### config.mk
export PLATFORM = sky130hd
export DESIGN_NAME = tetron_rot_shaper
export DESIGN_NICKNAME = d
export VERILOG_FILES = /design/src/rtl/tetron_rot_shaper.sv
export SDC_FILE = /design/constraint.sdc
export NUM_CORES = 1
export LEC_CHECK = 0
export CORE_ASPECT_RATIO = 2
export CORE_MARGIN = 5
export CORE_UTILIZATION = 45
export DETAILED_ROUTE_END_ITERATION = 10
export PLACE_DENSITY_LB_ADDON = 0.12
export SLEW_MARGIN = 0
export SYNTH_ARGS = -nofsm -noshare
export SYNTH_HDL_FRONTEND = slang
export SYNTH_SLANG_ARGS = --single-unit
### constraint.sdc
create_clock -name clk -period 3.8 [get_ports clk]
set_input_delay 0.57 -clock clk [delete_from_list [all_inputs] [get_ports clk]]
set_output_delay 0.57 -clock clk [all_outputs]
set_load 0.005 [all_outputs]
### src/rtl/tetron_rot_shaper.sv
// Rotation state and block-offset generator for all seven tetrominoes.
// Each rotation goes to an external collision checker first, with optional horizontal wall-kick retries.
module tetron_rot_shaper #(
    parameter int OFS_W       = 5,
    parameter int KICK_EN     = 1,
    parameter int CHK_TIMEOUT = 15
) (
    input  logic                 clk,
    input  logic                 rst,
    input  logic                 active,
    input  logic                 load,
    input  logic [2:0]           piece_type,
    input  logic                 rot_cw,
    input  logic                 rot_ccw,
    input  logic                 chk_ok,
    input  logic                 chk_fail,
    output logic [4*OFS_W-1:0]   cur_v,
    output logic [4*OFS_W-1:0]   cur_h,
    output logic [4*OFS_W-1:0]   cand_v,
    output logic [4*OFS_W-1:0]   cand_h,
    output logic [OFS_W-1:0]     cand_kick,
    output logic                 cand_valid,
    output logic [1:0]           rotation,
    output logic [OFS_W-1:0]     kick_h,
    output logic                 busy,
    output logic                 rot_done,
    output logic                 rot_rejected
);

    typedef enum logic [2:0] {
        S_IDLE,
        S_PRESENT,
        S_WAIT,
        S_RETRY,
        S_COMMIT
    } state_t;

    localparam logic [OFS_W-1:0] Z0 = '0;
    localparam logic [OFS_W-1:0] P1 = OFS_W'(1);
    localparam logic [OFS_W-1:0] P2 = OFS_W'(2);
    localparam logic [OFS_W-1:0] M1 = '1;

    // Packed as {h offsets, v offsets}; O is rotation invariant.
    function automatic logic [8*OFS_W-1:0] shapeOf(input logic [2:0] p, input logic [1:0] r);
        logic [OFS_W-1:0]   bv [4];
        logic [OFS_W-1:0]   bh [4];
        logic [4*OFS_W-1:0] ov;
        logic [4*OFS_W-1:0] oh;
        logic [1:0]         rr;
        ov = '0;
        oh = '0;
        rr = (p == 3'd1) ? 2'd0 : r;
        case (p)
            3'd0:    begin bv = '{Z0, Z0, Z0, Z0}; bh = '{Z0, M1, P1, P2}; end
            3'd1:    begin bv = '{Z0, Z0, P1, P1}; bh = '{Z0, P1, Z0, P1}; end
            3'd2:    begin bv = '{Z0, Z0, Z0, M1}; bh = '{Z0, M1, P1, Z0}; end
            3'd3:    begin bv = '{Z0, Z0, M1, M1}; bh = '{Z0, M1, Z0, P1}; end
            3'd4:    begin bv = '{Z0, Z0, M1, M1}; bh = '{Z0, P1, Z0, M1}; end
            3'd5:    begin bv = '{Z0, Z0, Z0, M1}; bh = '{Z0, P1, M1, M1}; end
            3'd6:    begin bv = '{Z0, Z0, Z0, M1}; bh = '{Z0, P1, M1, P1}; end
            default: begin bv = '{Z0, Z0, Z0, Z0}; bh = '{Z0, Z0, Z0, Z0}; end
        endcase
        for (int i = 0; i < 4; i++) begin
            case (rr)
                2'd0: begin ov[i*OFS_W +: OFS_W] = bv[i];  oh[i*OFS_W +: OFS_W] = bh[i];  end
                2'd1: begin ov[i*OFS_W +: OFS_W] = bh[i];  oh[i*OFS_W +: OFS_W] = -bv[i]; end
                2'd2: begin ov[i*OFS_W +: OFS_W] = -bv[i]; oh[i*OFS_W +: OFS_W] = -bh[i]; end
                2'd3: begin ov[i*OFS_W +: OFS_W] = -bh[i]; oh[i*OFS_W +: OFS_W] = bv[i];  end
            endcase
        end
        return {oh, ov};
    endfunction

    state_t               state_q;
    logic [2:0]           piece_q;
    logic [1:0]           rotation_q;
    logic [1:0]           target_q;
    logic [1:0]           attempt_q;
    logic [7:0]           tmo_q;
    logic [OFS_W-1:0]     kick_q;
    logic [OFS_W-1:0]     kickH_q;
    logic [OFS_W-1:0]     candKick_q;
    logic [4*OFS_W-1:0]   curV_q;
    logic [4*OFS_W-1:0]   curH_q;
    logic [4*OFS_W-1:0]   candV_q;
    logic [4*OFS_W-1:0]   candH_q;
    logic                 candValid_q;
    logic                 rotDone_q;
    logic                 rotRej_q;
    logic                 halted_q;

    logic [8*OFS_W-1:0]   candShape;
    logic [8*OFS_W-1:0]   loadShape;
    logic [4*OFS_W-1:0]   candV_d;
    logic [4*OFS_W-1:0]   candH_d;

    assign candShape = shapeOf(piece_q, target_q);
    assign loadShape = shapeOf(piece_type, 2'd0);

    always_comb begin
        candV_d = candShape[4*OFS_W-1:0];
        candH_d = '0;
        for (int i = 0; i < 4; i++) begin
            candH_d[i*OFS_W +: OFS_W] = candShape[4*OFS_W + i*OFS_W +: OFS_W] + kick_q;
        end
    end

    // Dropping active acts like reset but keeps the piece and stays halted until the next load.
    always_ff @(posedge clk) begin
        if (rst || !active) begin
            state_q     <= S_IDLE;
            if (rst) begin
                piece_q <= 3'd7;
            end
            halted_q    <= !rst;
            rotation_q  <= '0;
            target_q    <= '0;
            attempt_q   <= '0;
            tmo_q       <= '0;
            kick_q      <= '0;
            kickH_q     <= '0;
            candKick_q  <= '0;
            curV_q      <= '0;
            curH_q      <= '0;
            candV_q     <= '0;
            candH_q     <= '0;
            candValid_q <= 1'b0;
            rotDone_q   <= 1'b0;
            rotRej_q    <= 1'b0;
        end else if (load) begin
            state_q     <= S_IDLE;
            piece_q     <= piece_type;
            halted_q    <= 1'b0;
            rotation_q  <= '0;
            attempt_q   <= '0;
            tmo_q       <= '0;
            kick_q      <= '0;
            kickH_q     <= '0;
            curV_q      <= loadShape[4*OFS_W-1:0];
            curH_q      <= loadShape[8*OFS_W-1:4*OFS_W];
            candValid_q <= 1'b0;
            rotDone_q   <= 1'b0;
            rotRej_q    <= 1'b0;
        end else begin
            rotDone_q <= 1'b0;
            rotRej_q  <= 1'b0;
            case (state_q)
                S_IDLE: begin
                    if (!halted_q && (rot_cw ^ rot_ccw)) begin
                        if (piece_q == 3'd7) begin
                            rotRej_q <= 1'b1;
                        end else begin
                            target_q  <= rot_cw ? rotation_q + 2'd1 : rotation_q - 2'd1;
                            attempt_q <= '0;
                            kick_q    <= '0;
                            tmo_q     <= '0;
                            state_q   <= S_PRESENT;
                        end
                    end
                end
                S_PRESENT: begin
                    candV_q     <= candV_d;
                    candH_q     <= candH_d;
                    candKick_q  <= kick_q;
                    candValid_q <= 1'b1;
                    tmo_q       <= '0;
                    state_q     <= S_WAIT;
                end
                S_WAIT: begin
                    if (chk_fail) begin
                        candValid_q <= 1'b0;
                        state_q     <= S_RETRY;
                    end else if (chk_ok) begin
                        state_q <= S_COMMIT;
                    end else if (tmo_q == 8'(CHK_TIMEOUT - 1)) begin
                        candValid_q <= 1'b0;
                        state_q     <= S_RETRY;
                    end else begin
                        tmo_q <= tmo_q + 8'd1;
                    end
                end
                S_RETRY: begin
                    if ((KICK_EN != 0) && (attempt_q < 2'd2)) begin
                        attempt_q <= attempt_q + 2'd1;
                        kick_q    <= (attempt_q == 2'd0) ? P1 : M1;
                        tmo_q     <= '0;
                        state_q   <= S_PRESENT;
                    end else begin
                        rotRej_q <= 1'b1;
                        state_q  <= S_IDLE;
                    end
                end
                S_COMMIT: begin
                    rotation_q  <= target_q;
                    kickH_q     <= candKick_q;
                    curV_q      <= candV_q;
                    curH_q      <= candH_q;
                    rotDone_q   <= 1'b1;
                    candValid_q <= 1'b0;
                    state_q     <= S_IDLE;
                end
                default: begin
                    candValid_q <= 1'b0;
                    state_q     <= S_IDLE;
                end
            endcase
        end
    end

    assign cur_v        = curV_q;
    assign cur_h        = curH_q;
    assign cand_v       = candV_q;
    assign cand_h       = candH_q;
    assign cand_kick    = candKick_q;
    assign cand_valid   = candValid_q;
    assign rotation     = rotation_q;
    assign kick_h       = kickH_q;
    assign busy         = (state_q != S_IDLE);
    assign rot_done     = rotDone_q;
    assign rot_rejected = rotRej_q;

endmodule

* Yosys cells after proc, flatten, opt, wreduce, memory -nomap -nowiden
Index checks and enable logic that the tools add are counted.
** Cells by class
- Magnitude comparators :: 1
- Muxes and demuxes :: 55
- Bitwise logic cells :: 4
- Reduce and logical (&&, ||, !) cells :: 28
- $add $sub $neg :: 16
- Equality and inequality tests :: 31
** Operator list (count)
- one-hot mux 15 bit (7 select lines) :: 2
- one-hot mux 5 bit (4 select lines) :: 8
- two-way mux 20 bit :: 4
- one-hot mux 10 bit (3 select lines) :: 2
- two-way mux 8 bit :: 6
- one-hot mux 8 bit (4 select lines) :: 1
- negation 5 bit :: 5
- equality test 3 bit, second input constant :: 8
- two-way mux 3 bit :: 8
- adder 5 bit :: 4
- two-way mux 5 bit :: 4
- equality test 3 x 2 -> 1 bit, second input constant :: 6
- negation 5 bit, first input constant :: 3
- != test 2 bit, second input constant :: 7
- one-hot mux 3 bit (4 select lines) :: 1
- two-way mux 1 bit :: 10
- two-way mux 2 bit :: 5
- one-hot mux 5 bit (2 select lines) :: 1
- equality test 3 x 1 -> 1 bit, second input constant :: 3
- logical NOT 3 bit :: 3
- adder 8 x 1 -> 8 bit, second input constant :: 1
- equality test 8 x 4 -> 1 bit, second input constant :: 1
- AND reduction 4 bit :: 2
- OR reduction 2 bit :: 4
- other kinds (23) :: 36
** Word-level totals
- Register bits :: 119
- Output and inout bits :: 96
- Bits of input ports :: 11
- Logic and storage cells :: 152

* Depth between registers and ports, before layout
Gate-level depths: netlist of run 1.
- Word-level depth :: 6
- Mapped depth :: 15
- Depth with buffers taken out :: 13

* Worst setup path before layout of run 1
Ideal clock, no wire load.
- Path type :: reg2reg
- Start :: register piece_q[0]
- End :: register candH_q[18] (netlist: cand_h[18])
- Required time :: 3.730 ns
- Stages on the path, launching flop included :: 13
- Setup slack :: 0.736 ns
- Path buffers :: 1
- Library setup time :: 0.070 ns
- Clock period less this slack :: 3.064 ns
- Data arrival time :: 2.993 ns
- Cell sequence :: edfxtp_1 -> clkbuf_1 -> nor2b_1 -> or2_2 -> ha_1 -> nor2_1 -> a2111oi_0 -> ha_1 -> a21o_1 -> a21oi_1 -> xnor2_1 -> nand2_1 -> a21oi_1
** On the way
- Cells in the longest elaborated chain, start to end :: 6
- Elaborated cells on any way between the ends :: 20
- Those cells by class :: add/sub: 3; eq/ne: 9; mux: 4; reduce/logical: 4
** Ends and longest elaborated chain
- start, declared :: line 75 : logic [2:0] piece_q;
- start signal, assigned :: line 132 : piece_q <= piece_type;
- equality test 3 bit / equality test 3 x 2 -> 1 bit (equally long branches) :: line 53 : case (p)
- OR reduction 3 bit (no line) / OR reduction 2 bit (equally long branches)
- one-hot mux 10 bit (3 select lines) :: line 53
- negation 5 bit :: line 66 : 2'd1: begin ov[i*OFS_W +: OFS_W] = bh[i]; oh[i*OFS_W +: OFS_W] = -bv[i]; end
- one-hot mux 5 bit (4 select lines) * :: line 64 : case (rr)
- adder 5 bit * :: line 104 : candH_d[i*OFS_W +: OFS_W] = candShape[4*OFS_W + i*OFS_W +: OFS_W] + kick_q;
- end signal, assigned :: line 163 : candH_q <= candH_d;
- end, declared :: line 86 : logic [4*OFS_W-1:0] candH_q;
Mark *: on every way between the ends. The rest lies on a longest branch, timed or not.
A chain may end at the register's enable or synchronous reset.

* Worst setup path after layout of run 1
- Start :: register piece_q[2]
- End :: register candH_q[19] (netlist: cand_h[19])
Same word-level chain as after synthesis.

==> flow_metrics.py, run 1 <==
metrics = {
    "yosys": {
        "synth-edff-count": 4,
        "synth-seq-area-share_pct": 37.14,
        "synthArstFlopShare_pct": 0,
        "synth_compound_area_share_pct": 21.03,
        "synth_top_family_by_area": "compound AO/OA/AOI/OAI gates",
        "synth_ff_type": "dfxtp_1",
        "syn_area_per_cell_um2": 8.339,
        "syn-cell-area_um2": 4528,
        "synthDistinctLibCells": 66,
        "yosysWarnings": 0,
        "synthMuxAreaShare_pct": 1.133,
        "synthCells": 543,
        "yosys.area_share.simple_pct": 21.00,
        "ys_seq_elements": 82,
        "synthAdderAreaFrac_pct": 6.963,
        "synth-xor-area-share_pct": 2.321,
    },
    "min_path": {
        "hp-class": "register to register",
    },
    "clock_network": {
        "ctsHoldBuffers": 0,
        "clk_pin_slew_ns": 0.07,
        "cts.sinks": 82,
        "htree_levels": 3,
        "clkLatencyLatePin_ns": 0.34,
        "tritoncts.num_buffers": 9,
        "cts_setup_buffers": 0,
        "cts_resized": 0,
        "root_buffer": "clkbuf_16",
        "clockBufferDepth": 2,
        "cts_tree": "built",
    },
    "layout": {
        "syn2layout_area_growth_pct": 26.97,
        "nets": 641,
        "antenna_cells": 0,
        "regArea_um2": 1682,
        "fill_cells": 960,
        "drive_above_1_share_pct": 8.795,
        "final_cell_area_um2": 5749,
        "multiInputGateArea_um2": 2419,
    },
    "placed_design": {
        "numPortBuffers": 96,
        "gp_congestion": 0.8940,
        "placed_area_um2": 5418,
        "dp_hpwl_um": 10930,
        "pre_cts_slack_ns": 0.7979,
    },
    "route": {
        "drt_iter0_drc": 170,
        "vias_per_cell": 5.487,
        "wl_per_cell_um": 18.70,
        "vias": 4093,
        "routed_wl_um": 13950,
        "ant_nets": 0,
        "firstDrtPassIters": 4,
        "drc": 0,
    },
    "pwr": {
        "p_leak_nw": 2.063,
        "p_per_area_nw_per_um2": 373.8,
        "vdd_drop_max_mv": 0.2271,
    },
    "sta": {
        "grt_setup_unrepaired": "no",
        "slew_violations": 0,
        "setup_viol": 0,
        "setup_slack_ns": 0.7592,
        "tightestPinTransition_ns": 1.047,
        "layout_worst_path_cycle_share_pct": 80.02,
        "maxSlewHeadroom_pct": 29.79,
        "setup_tns_ns": 0,
        "min_period_ns": 3.041,
        "finalHoldViolations": 0,
        "finClkSkew_ns": 0.01053,
        "fmaxAchievable_ghz": 0.3289,
    },
    "grt": {
        "grt_pass1_wl_um": 22200,
        "grt_pass1_vias": 4040,
        "grt_max_degree": 32,
        "met2_usage_pct": 44.41,
        "antenna_found_initial": 0,
        "grt.busiest_layer": "met2",
        "grt_overflow": 0,
        "track_usage_pct": 23.54,
        "met1_usage_pct": 24.12,
        "grtUsageMet3_pct": 3.432,
    },
    "flow_run": {
        "drv_cap": 0,
    },
    "critical_path": {
        "end_kind": "register",
        "cp_slowest_stage_delay_ns": 0.55,
        "crit_end": "cand_h[19]",
        "critPathLaunchType": "register",
        "worstSetupPathType": "register to register",
        "crit_path_top_delay_cell": "edfxtp_1",
        "cp.arrival_ns": 3.26,
        "critPathLaunch": "piece_q[2]",
        "r2r_end": "cand_h[19]",
        "r2r_setup_slack_ns": 0.76,
        "crit_fanout": 13,
        "crit_chain": "buf_4 -> nand3_1 -> o21ai_0 -> ha_1 -> inv_1 -> ha_1 -> and3_1 -> nor4_1 -> ha_1 -> a21o_1 -> a21oi_1 -> xnor2_1 -> xnor2_1 -> a21oi_1",
        "reg2reg_from": "piece_q[2]",
        "r2r_cells": 14,
        "required_ns": 4.02,
        "cp_common_cell": "ha_1",
    },
    "floorplan": {
        "dieWidth_um": 80.93,
        "die_area_um2": 12290,
        "core-area_um2": 9827,
        "die_h_um": 151.9,
        "initial_core_util_pct": 46.08,
        "ios": 107,
        "rows": 51,
    },
    "run_status": {
        "status": "complete, no violations",
    },
}
cells by family (layout without fill, tap and decap cells):
| family | count (synthesis) | after routing |
|---|---|---|
| AOI/OAI and AO/OA | 140 | 140 |
| xor gates and xnor gates | 12 | 12 |
| adders and majority gates | 21 | 21 |
| buffers and inverters | 86 | 148 |
| DFF | 82 | 82 |
| muxes | 5 | 5 |
| other | 1 | 10 |
| and+or+nand+nor | 196 | 196 |
cell usage after synthesis, drive strengths merged, types with 2 or more instances:
cell type / number / area (µm²)
nor2b: 17 / 106.4
ha: 14 / 175.2
dfxtp: 78 / 1562
o21ai: 25 / 125.1
xnor2: 10 / 87.58
buf: 45 / 314.1
nand2b: 11 / 68.82
nand3: 9 / 45.04
and3: 7 / 48.80
a21oi: 51 / 255.2
clkbuf: 20 / 75.07
o211ai: 2 / 20.02
or2: 2 / 12.52
a21o: 4 / 30.03
or3: 12 / 75.07
mux2i: 4 / 40.04
o21a: 2 / 15.01
nand4: 2 / 12.51
nand2: 70 / 265.3
edfxtp: 4 / 120.1
o31ai: 6 / 58.81
nor3: 14 / 80.08
nor4: 5 / 37.53
a221oi: 2 / 17.52
nor2: 40 / 150.1
a22oi: 2 / 15.01
a31oi: 7 / 43.79
inv: 20 / 75.07
fa: 7 / 140.1
a2111oi: 3 / 26.28
and2: 4 / 26.28
a21boi: 2 / 15.01
a211oi: 10 / 85.08
o221a: 13 / 146.4
xor2: 2 / 17.52
a311oi: 3 / 26.28
how the worst min path moves through the flow:
stage | from | end | slack [ns] | cells after the start
2_1_floorplan | attempt_q[0] | attempt_q[0] | 0.42 | 1
3_3_place_gp | attempt_q[0] | attempt_q[0] | 0.44 | 1
3_5_place_dp | attempt_q[0] | attempt_q[0] | 0.45 | 1
4_1_cts | attempt_q[0] | attempt_q[0] | 0.46 | 1
5_1_grt | attempt_q[0] | attempt_q[0] | 0.49 | 1
6_report | attempt_q[0] | attempt_q[0] | 0.46 | 1
worst max-delay path: cells and delay by family (launching register included):
kind | cells | cell delay (ns)
AOI/OAI and AO/OA | 4 | 0.54
buffers and inverters | 2 | 0.29
adders and majority gates | 3 | 0.76
DFF | 1 | 0.55
xor gates and xnor gates | 2 | 0.30
and+or+nand+nor | 3 | 0.48
registers in the layout, summed over array words and instances, names as in the netlist:
register / count
target_q: 2
attempt_q: 2
cand_kick: 2
tmo_q: 8
kick_h: 2
rot_done: 1
halted_q: 1
cand_valid: 1
cand_h: 15
cur_h: 17
piece_q: 3
state_q: 3
rotation: 2
cand_v: 10
cur_v: 10
kick_q: 2
rot_rejected: 1
metal layers:
| metal | share of wire [%] | vias up |
|---|---|---|
| li1 | - | 1998 |
| met1 | 34 | 1943 |
| met2 | 57 | 116 |
| met3 | 4.3 | 36 |
| met4 | 4.2 | 0 |
| met5 | 0 | - |
report_power, final:
part | internal, mW | switching (mW) | total [mW]
registers | 0.883 | 0.0206 | 0.904
logic | 0.115 | 0.162 | 0.277
clock network | 0.588 | 0.380 | 0.968
total | 1.59 | 0.563 | 2.15
cells in the final DEF (no fill, tap or decap), drive strengths merged, types with 5 or more instances in the layout:
| cell type | n |
|---|---|
| clkdlybuf4s50 | 96 |
| dfxtp | 78 |
| nand2 | 70 |
| a21oi | 51 |
| nor2 | 40 |
| o21ai | 25 |
| inv | 24 |
| nor2b | 17 |
| buf | 15 |
| ha | 14 |
| nor3 | 14 |
| o221a | 13 |
| or3 | 12 |
| nand2b | 11 |
| xnor2 | 10 |
| conb | 10 |
| a211oi | 10 |
| nand3 | 9 |
| clkbuf | 9 |
| a31oi | 7 |
| fa | 7 |
| and3 | 7 |
| o31ai | 6 |
| nor4 | 5 |
metrics by stage:
step / utilization [%] / total power, mW / hold WS [ns] / instances
6_report: 58.51 / 2.149 / 0.4587 / 746
5_1_grt: 58.51 / 2.230 / 0.4886 / 746
4_1_cts: 58.51 / 2.166 / 0.4571 / 746
3_5_place_dp: 55.13 / 1.200 / 0.4486 / 730
3_3_place_gp: 55.13 / 1.200 / 0.4403 / 730
2_1_floorplan: - / 1.099 / 0.4220 / 552
layout make-up:
| type | count | share of cell area, % |
|---|---|---|
| clock inverters | 7 | 1.850 |
| inverters | 21 | 1.371 |
| clock buffers | 9 | 3.917 |
| multi-input cells | 384 | 42.07 |
| repair buffers | 111 | 18.67 |
| well taps | 132 | 2.873 |
| flip-flops and latches | 82 | 29.25 |
(Power assumes the default switching activity.)
==> inputs of run 2 (changes only) <==
- clock period: 3.8 -> 3.05 ns (I/O delays scaled with it)
==> run 2 against run 1 <==
Against the previous run:
- die area is the same
- final cell count is 1.7% higher
- critical path depth is 3 lower
- sequential cell count stayed put
- largest power group is now registers
- wire length up 5.3%
==> flow_metrics.py, run 2 (synthesized netlist as in run 1, its figures left out) <==
metrics = {
    "layout": {
        "regArea_um2": 1682,
        "nets": 654,
        "multiInputGateArea_um2": 2420,
        "mostFrequentLayoutCells": "clkdlybuf4s50_1 (96), dfxtp_1 (78), nand2_1 (69)",
        "drive_above_1_share_pct": 10.69,
        "final_cells": 759,
        "antenna_cells": 0,
        "syn2layout_area_growth_pct": 28.16,
        "final_common_cell": "clkdlybuf4s50_1",
        "fill_cells": 931,
        "largest_reg_flops": 17,
    },
    "grt": {
        "met1_usage_pct": 24.79,
        "grt_overflow": 0,
        "grtUsageMet3_pct": 3.669,
        "antenna_found_initial": 0,
        "track_usage_pct": 24.74,
        "grt_max_degree": 32,
        "grt_pass1_vias": 4145,
        "grt_pass1_wl_um": 22960,
        "grt.busiest_layer": "met2",
        "met2_usage_pct": 47.63,
    },
    "critical_path": {
        "crit_chain": "buf_4 -> xor2_1 -> nand2_1 -> ha_1 -> nor3_1 -> o21ai_0 -> nand2_1 -> fa_1 -> inv_1 -> fa_1 -> a211oi_1",
        "cp_slowest_stage_delay_ns": 0.48,
        "critPathLaunchType": "register",
        "end_kind": "register",
        "worstSetupPathType": "register to register",
        "crit_path_top_delay_cell": "edfxtp_1",
        "cp.arrival_ns": 3.11,
        "crit_fanout": 8,
        "cp.buffers_inverters": 2,
        "crit_family": "adder cells",
        "critPathLaunch": "piece_q[1]",
        "reg2reg_from": "piece_q[1]",
        "required_ns": 3.31,
    },
    "clock_network": {
        "clk_pin_slew_ns": 0.06,
        "clkLatencyLatePin_ns": 0.34,
        "cts_resized": 0,
        "tritoncts.num_buffers": 9,
        "cts_tree": "built",
        "clockBufferDepth": 2,
        "cts.sinks": 82,
        "root_buffer": "clkbuf_16",
        "ctsHoldBuffers": 0,
        "htree_levels": 3,
    },
    "sta": {
        "tightestPinTransition_ns": 0.8255,
        "fmaxAchievable_ghz": 0.3513,
        "setup_tns_ns": 0,
        "maxSlewHeadroom_pct": 44.89,
        "min_period_ns": 2.846,
        "finClkSkew_ns": 0.006899,
        "grt_setup_unrepaired": "no",
        "finalHoldViolations": 0,
        "setup_viol": 0,
        "slew_violations": 0,
        "layout_worst_path_cycle_share_pct": 93.32,
    },
    "pwr": {
        "swShare_pct": 27.57,
        "p_seq_share_pct": 44.2,
        "power.internal_mw": 1.837,
        "p_switching_mw": 0.6991,
        "comb_power_share_pct": 14.6,
        "p_per_area_nw_per_um2": 437.0,
        "power_frac_clock_pct": 41.2,
        "p_leak_nw": 2.098,
        "vdd_drop_max_mv": 0.2928,
    },
    "placed_design": {
        "numPortBuffers": 96,
        "gp_congestion": 0.9363,
        "dp.cells": 742,
        "dp_hpwl_um": 11540,
    },
    "route": {
        "drt_iter0_drc": 249,
        "drc": 0,
        "ant_nets": 0,
        "vias_per_cell": 5.432,
        "wl_per_cell_um": 19.35,
        "vias": 4123,
        "firstDrtPassIters": 4,
        "routed_wl_um": 14690,
    },
    "min_path": {
        "hp-class": "register to register",
        "hp-start": "cur_h[0]",
    },
    "flow_run": {
        "drv_cap": 0,
    },
    "floorplan": {
        "initial_core_util_pct": 46.08,
        "die_area_um2": 12290,
        "die_h_um": 151.9,
        "dieWidth_um": 80.93,
        "core-area_um2": 9827,
        "rows": 51,
        "ios": 107,
    },
    "run_status": {
        "status": "complete, no violations",
    },
}
## run 2: changes by cell type in the layout (fill, tap and decap cells not counted), sizes merged
| cell | delta |
|---|---|
| buf | +13 |
| bufinv | -2 |
| clkbuf | +1 |
| clkinvlp | +2 |
| inv | -1 |
## run 2: path summary, 6_finish.rpt
check | to | slack, ns | cells past startpoint
max reg2reg | cand_h[12] | 0.20 | 11
max | cand_h[12] | 0.20 | 11
min reg2reg | cur_h[0] | 0.46 | 2
min | cur_h[0] | 0.46 | 2
## run 2: per-stage QoR
| stage | worst slack [ns] | instance area [µm²] | hold WS, ns | utilization (%) | power, mW |
|---|---|---|---|---|---|
| floorplan | 0.08274 | 4563 | 0.4220 | - | 1.370 |
| CTS | 0.1457 | 5796 | 0.4606 | 58.98 | 2.560 |
| detailed placement | 0.1655 | 5509 | 0.4498 | 56.06 | 1.511 |
| global route | 0.005241 | 5803 | 0.4866 | 59.05 | 2.638 |
| global placement | 0.2184 | 5509 | 0.4396 | 56.06 | 1.508 |
| finish | 0.2036 | 5803 | 0.4558 | 59.05 | 2.536 |
## run 2: what timing repair did
| action | CTS | global route |
|---|---|---|
| buffers inserted | 0 | 1 |
| endpoints found under the setup margin | 0 | 1 |
| hold endpoints to repair | 0 | 0 |
## run 2: layout make-up
class | count | area share, %
clock inverters | 6 | 0.8193
well taps | 132 | 2.846
clock buffers | 10 | 4.118
multi-input cells | 384 | 41.70
inverters | 21 | 1.358
repair buffers | 124 | 20.18
flip-flops and latches | 82 | 28.98
## run 2: worst register-to-register path: cells and delay by family, from the launching register on
kind	cells	cell delay [ns]
compound gates	2	0.34
fa+ha+maj	3	1.13
buf+inv	2	0.33
xor+xnor	1	0.23
simple gates	3	0.27
flops	1	0.48
## run 2: metal layers
metal | wire [µm] | vias to the layer above | part of all wire, %
met5 | 0 | - | 0
met4 | 601 | 0 | 4.1
met3 | 569 | 32 | 3.9
met2 | 8506 | 121 | 58
met1 | 5010 | 1962 | 34
li1 | - | 2008 | -
## run 2: power groups by stage
stage / sequential, mW / clock [mW] / combinational [mW]
6_report: 1.12 / 1.04 / 0.370
5_1_grt: 1.12 / 1.11 / 0.405
4_1_cts: 1.12 / 1.07 / 0.367
3_5_place_dp: 1.15 / 0 / 0.365
3_3_place_gp: 1.15 / 0 / 0.362
2_1_floorplan: 1.14 / 0 / 0.231
==> inputs of run 3 (changes only) <==
- CORE_UTILIZATION: 45 -> 50
==> run 3 against run 2 <==
Against the previous run:
- combinational power about the same
- final cell count down 3.8%
- clock skew down 0.0012 ns
- non-clock buffer count up 1
- first-iteration DRC count down 35%
- sequential cell count unchanged
- design area up 0.56%
==> flow_metrics.py, run 3 (synthesized netlist as in run 1, its figures left out) <==
metrics = {
    "sta": {
        "min_period_ns": 2.865,
        "maxSlewHeadroom_pct": 47.37,
        "slew_violations": 0,
        "layout_worst_path_cycle_share_pct": 93.93,
        "finalHoldViolations": 0,
        "setup_viol": 0,
        "tightestPinTransition_ns": 0.7884,
        "finClkSkew_ns": 0.005662,
        "setup_tns_ns": 0,
        "fmaxAchievable_ghz": 0.3490,
    },
    "critical_path": {
        "r2r_cells": 12,
        "reg2reg_from": "piece_q[1]",
        "cp.arrival_ns": 3.12,
        "r2r_setup_slack_ns": 0.18,
        "crit_path_top_delay_cell": "edfxtp_1",
        "cp.buffers_inverters": 2,
        "cp_slowest_stage_delay_ns": 0.47,
        "crit_fanout": 6,
        "crit_chain": "buf_4 -> nand2b_1 -> nand2b_1 -> o21ai_1 -> ha_1 -> nor3_1 -> o21ai_0 -> nand2_1 -> fa_1 -> inv_1 -> fa_1 -> a211oi_1",
        "end_kind": "register",
        "worstSetupPathType": "register to register",
        "crit_family": "adder cells",
        "r2r_end": "cand_h[12]",
        "critPathLaunchType": "register",
        "required_ns": 3.31,
    },
    "route": {
        "drt_iter0_drc": 163,
        "met2_length_um": 8093,
        "firstDrtPassIters": 4,
        "wl_met3_um": 548,
        "wl_per_cell_um": 19.11,
        "highest_layer": "met4",
        "routed_wl_um": 13950,
        "drc": 0,
        "ant_nets": 0,
        "vias": 4136,
        "wirelength_met1_um": 4684,
        "vias_per_cell": 5.666,
    },
    "layout": {
        "mostFrequentLayoutCells": "clkdlybuf4s50_1 (96), dfxtp_1 (78), nand2_1 (69)",
        "antenna_cells": 0,
        "nets": 655,
        "regArea_um2": 1682,
        "multiInputGateArea_um2": 2434,
        "largest_reg_flops": 17,
        "drive_above_1_share_pct": 11.15,
        "syn2layout_area_growth_pct": 28.88,
        "fill_cells": 765,
        "final_common_cell": "clkdlybuf4s50_1",
    },
    "pwr": {
        "p_per_area_nw_per_um2": 461.6,
        "p_total_mw": 2.694,
        "vdd_drop_max_mv": 0.3635,
        "p_leak_nw": 2.133,
    },
    "clock_network": {
        "htree_levels": 3,
        "clkLatencyLatePin_ns": 0.34,
        "clk_pin_slew_ns": 0.07,
        "cts.sinks": 82,
        "clockBufferDepth": 2,
        "cts_tree": "built",
        "root_buffer": "clkbuf_16",
        "tritoncts.num_buffers": 9,
    },
    "grt": {
        "antenna_found_initial": 0,
        "grt_max_degree": 35,
        "grt_pass1_wl_um": 21450,
        "grt_pass1_vias": 4141,
        "track_usage_pct": 24.76,
        "grt_overflow": 0,
    },
    "floorplan": {
        "initial_core_util_pct": 50.59,
        "dieWidth_um": 77.29,
        "rows": 49,
        "die_h_um": 144.6,
        "ios": 107,
        "die_area_um2": 11170,
        "core-area_um2": 8951,
    },
    "min_path": {
        "hp-class": "register to register",
        "whs_path_depth": 2,
        "hold_end": "cur_v[5]",
        "hp-start": "cur_v[5]",
    },
    "placed_design": {
        "gp_congestion": 0.8976,
        "numPortBuffers": 96,
        "dp_hpwl_um": 10950,
    },
    "run_status": {
        "status": "complete, no violations",
    },
    "flow_run": {
        "drv_cap": 0,
    },
}
[run 3: cell count changes in the layout (fill, tap and decap cells not counted), sizes merged]
cell      before  now
clkinvlp       2    0
inv           23   24
clkbuf        10    9
buf           28   29
bufinv         0    2
[run 3: worst max path at each step]
stage                           from          to  depth (start not counted)
after detailed placement  piece_q[1]  cand_h[19]                         12
after floorplan           piece_q[0]  cand_h[19]                         14
after global placement    piece_q[1]  cand_h[19]                         12
final                     piece_q[1]  cand_h[12]                         12
after global routing      piece_q[1]  cand_h[12]                         12
after CTS                 piece_q[1]  cand_h[19]                         12
[run 3: power breakdown]
| group | switching [mW] | internal (mW) | leakage [nW] | total, mW |
|---|---|---|---|---|
| clock network | 0.467 | 0.733 | 0.163 | 1.20 |
| logic | 0.213 | 0.160 | 1.30 | 0.373 |
| registers | 0.0206 | 1.10 | 0.671 | 1.12 |
[run 3: per-layer routing]
metal	vias to the layer above	global-route usage, %
met1	1980	23.70
met5	-	0
met2	114	47.87
met3	32	4.302
met4	0	14.76
li1	2010	-
[run 3: final cells by class]
class	instances	area share (%)
inverters	21	1.351
flip-flops and latches	82	28.82
clock inverters	7	1.822
repair buffers	125	20.26
multi-input cells	384	41.70
well taps	102	2.187
clock buffers	9	3.859
[run 3: metrics by stage]
step                util (%)  instance area, µm²  std cells  setup slack, ns  hold WS (ns)
global route           65.19                5836        730        -0.009890        0.4758
CTS                    64.58                5781        725          0.09862        0.4610
global placement       60.88                5449        709           0.1614        0.4345
finish                 65.19                5836        730           0.1850        0.4593
detailed placement     60.88                5449        709           0.1136        0.4525
floorplan                  -                4563        552          0.08274        0.4220
[run 3: tightest hold or removal path, cell delays in order, from the launching register on]
cell	delay (ns)
dfxtp_1	0.31
nand2_1	0.05
a21oi_1	0.05
[run 3: repair_timing]
action	CTS	global route
hold buffers	0	0
buffers inserted	0	5
resized for setup	0	6
endpoints found under the setup margin	0	3
==> edit (flow settings as in run 2) <==
`OFS_W`: 5 -> 10.
--- a/src/rtl/tetron_rot_shaper.sv
+++ b/src/rtl/tetron_rot_shaper.sv
@@ -2,5 +2,5 @@
 // Each rotation goes to an external collision checker first, with optional horizontal wall-kick retries.
 module tetron_rot_shaper #(
-    parameter int OFS_W       = 5,
+    parameter int OFS_W       = 10,
     parameter int KICK_EN     = 1,
     parameter int CHK_TIMEOUT = 15
Interface: changed (6 resized); port bits go from 107 to 197. No check against the original RTL was run, so the function may have changed too.
==> edit against run 2 <==
Wire length rose by 20%. Critical path type unchanged. Power grew 23%. Largest cell class unchanged. Combinational power rose by 32%. Sequential cell count increased by 26. Largest power group unchanged. Sequential share of layout area is 1.9 points lower. Non-clock buffer count rose by 88. Worst setup slack worse by 0.11 ns. Synthesized area is 40% higher. Final area up 40%. Critical endpoint is now cand_h[38]$_SDFFE_PN0P_.
==> edit: results (changes against run 2) <==
Parameter                              Value

Global routing
  Met1 capacity usage during global routing ... 22.6% (was 24.8%)
  First-pass GRT wire length ... 28.4 mm (was 23.0 mm)
  Total global-route track usage ... 21.2% (was 24.7%)
  Grt met3 use ... 2.93% (was 3.67%)

Synthesis
  Post-synthesis compound-gate area fraction ... 19.9% (was 21.0%)
  Post-synthesis share of cell area spent on xor and xnor gates ... 2.08% (was 2.32%)
  Commonest cells in the netlist ... sky130_fd_sc_hd__dfxtp_1 (104), sky130_fd_sc_hd__buf_4 (98), sky130_fd_sc_hd__nand2_1 (88) (was sky130_fd_sc_hd__dfxtp_1 (78), sky130_fd_sc_hd__nand2_1 (69), sky130_fd_sc_hd__a21oi_1 (51))
  Per-instance average area after synthesis ... 8.00 sq um (was 8.34 sq um)
  Fraction of the mapped netlist area in adder cells ... 8.39% (was 6.96%)

Place
  Post-place setup slack ... 0.0588 ns (was 0.166 ns)
  Final weighted congestion in routability-driven placement ... 0.881 (was 0.936)
  Cell count after placement ... 1060 (was 742)
  DP Area ... 0.00773 sq mm (was 0.00551 sq mm)

Finish
  Flip-flop count of the largest register, all copies and words added ... 29 (was 17)
  Nets@finish ... 929 (was 654)
  Fillers ... 1321 (was 931)
  Ratio of cells with drive above 1 in the final layout ... 9.79% (was 10.7%)

Worst setup path
  Arrival time reported for the critical path endpoint ... 3.20 ns (was 3.11 ns)
  Cell family with most CP delay ... simple AND/OR/NAND/NOR gates (was adder cells)

Drt
  Per-cell via count in the routed design ... 5.20 (was 5.43)
  Routed WL ... 17.7 mm (was 14.7 mm)

Power and ir drop
  Total chip power ... 3120 uW (was 2540 uW)
  Standby leakage power ... 0.00297 uW (was 0.00210 uW)
  Peak supply drop ... 0.000265 V (was 0.000293 V)

Run status
  Status ... finished clean (unchanged)

Timing
  Shortest clock period the worst path allows after layout ... 2.96 ns (was 2.85 ns)
  Fin Clk Skew ... 0.00587 ns (was 0.00690 ns)
edit: changes by cell type in the layout (fill, tap and decap cells not counted), moves of 6 or more:
| cell | change |
|---|---|
| sky130_fd_sc_hd__clkdlybuf4s50_1 | +80 |
| sky130_fd_sc_hd__o21ai_0 | +39 |
| sky130_fd_sc_hd__nor2_1 | +35 |
| sky130_fd_sc_hd__a21oi_1 | +28 |
| sky130_fd_sc_hd__dfxtp_1 | +26 |
| sky130_fd_sc_hd__nand2_1 | +18 |
| sky130_fd_sc_hd__nor2b_1 | -13 |
| sky130_fd_sc_hd__conb_1 | +10 |
| sky130_fd_sc_hd__nand3_1 | +9 |
| sky130_fd_sc_hd__o221a_2 | -7 |
| sky130_fd_sc_hd__buf_4 | +6 |
| sky130_fd_sc_hd__fa_1 | +6 |
| sky130_fd_sc_hd__xor2_1 | +6 |
edit: cells by family (layout without fill, tap and decap cells):
family,count (synthesis),in the layout
simple gates,244,244
compound gates,214,214
buf+inv,169,249
flops,108,108
fa+ha+maj,34,34
xor+xnor,15,15
mux,5,5
other cells,1,20
edit: per-stage QoR:
step	util (%)	TNS, ns
3_5_place_dp	55.7	0
5_1_grt	58.6	-0.0220
2_1_floorplan	-	0
4_1_cts	57.8	0
6_report	58.6	0
3_3_place_gp	55.7	0
edit: path summary, 6_finish.rpt:
kind,endpoint,cells after the start
setup reg to reg,cand_h[38]$_SDFFE_PN0P_,12
hold / removal,attempt_q[0]$_SDFFE_PP0P_,1
setup / recovery,cand_h[38]$_SDFFE_PN0P_,12
hold reg to reg,attempt_q[0]$_SDFFE_PP0P_,1
edit: cell type report:
class	instances	area share [%]
sequential	108	27.0
clock buffer	10	2.93
clock inverter	6	0.691
inverter	21	0.968
timing repair buffer	212	25.2
multi-input combinational	532	40.2
tap	189	2.90
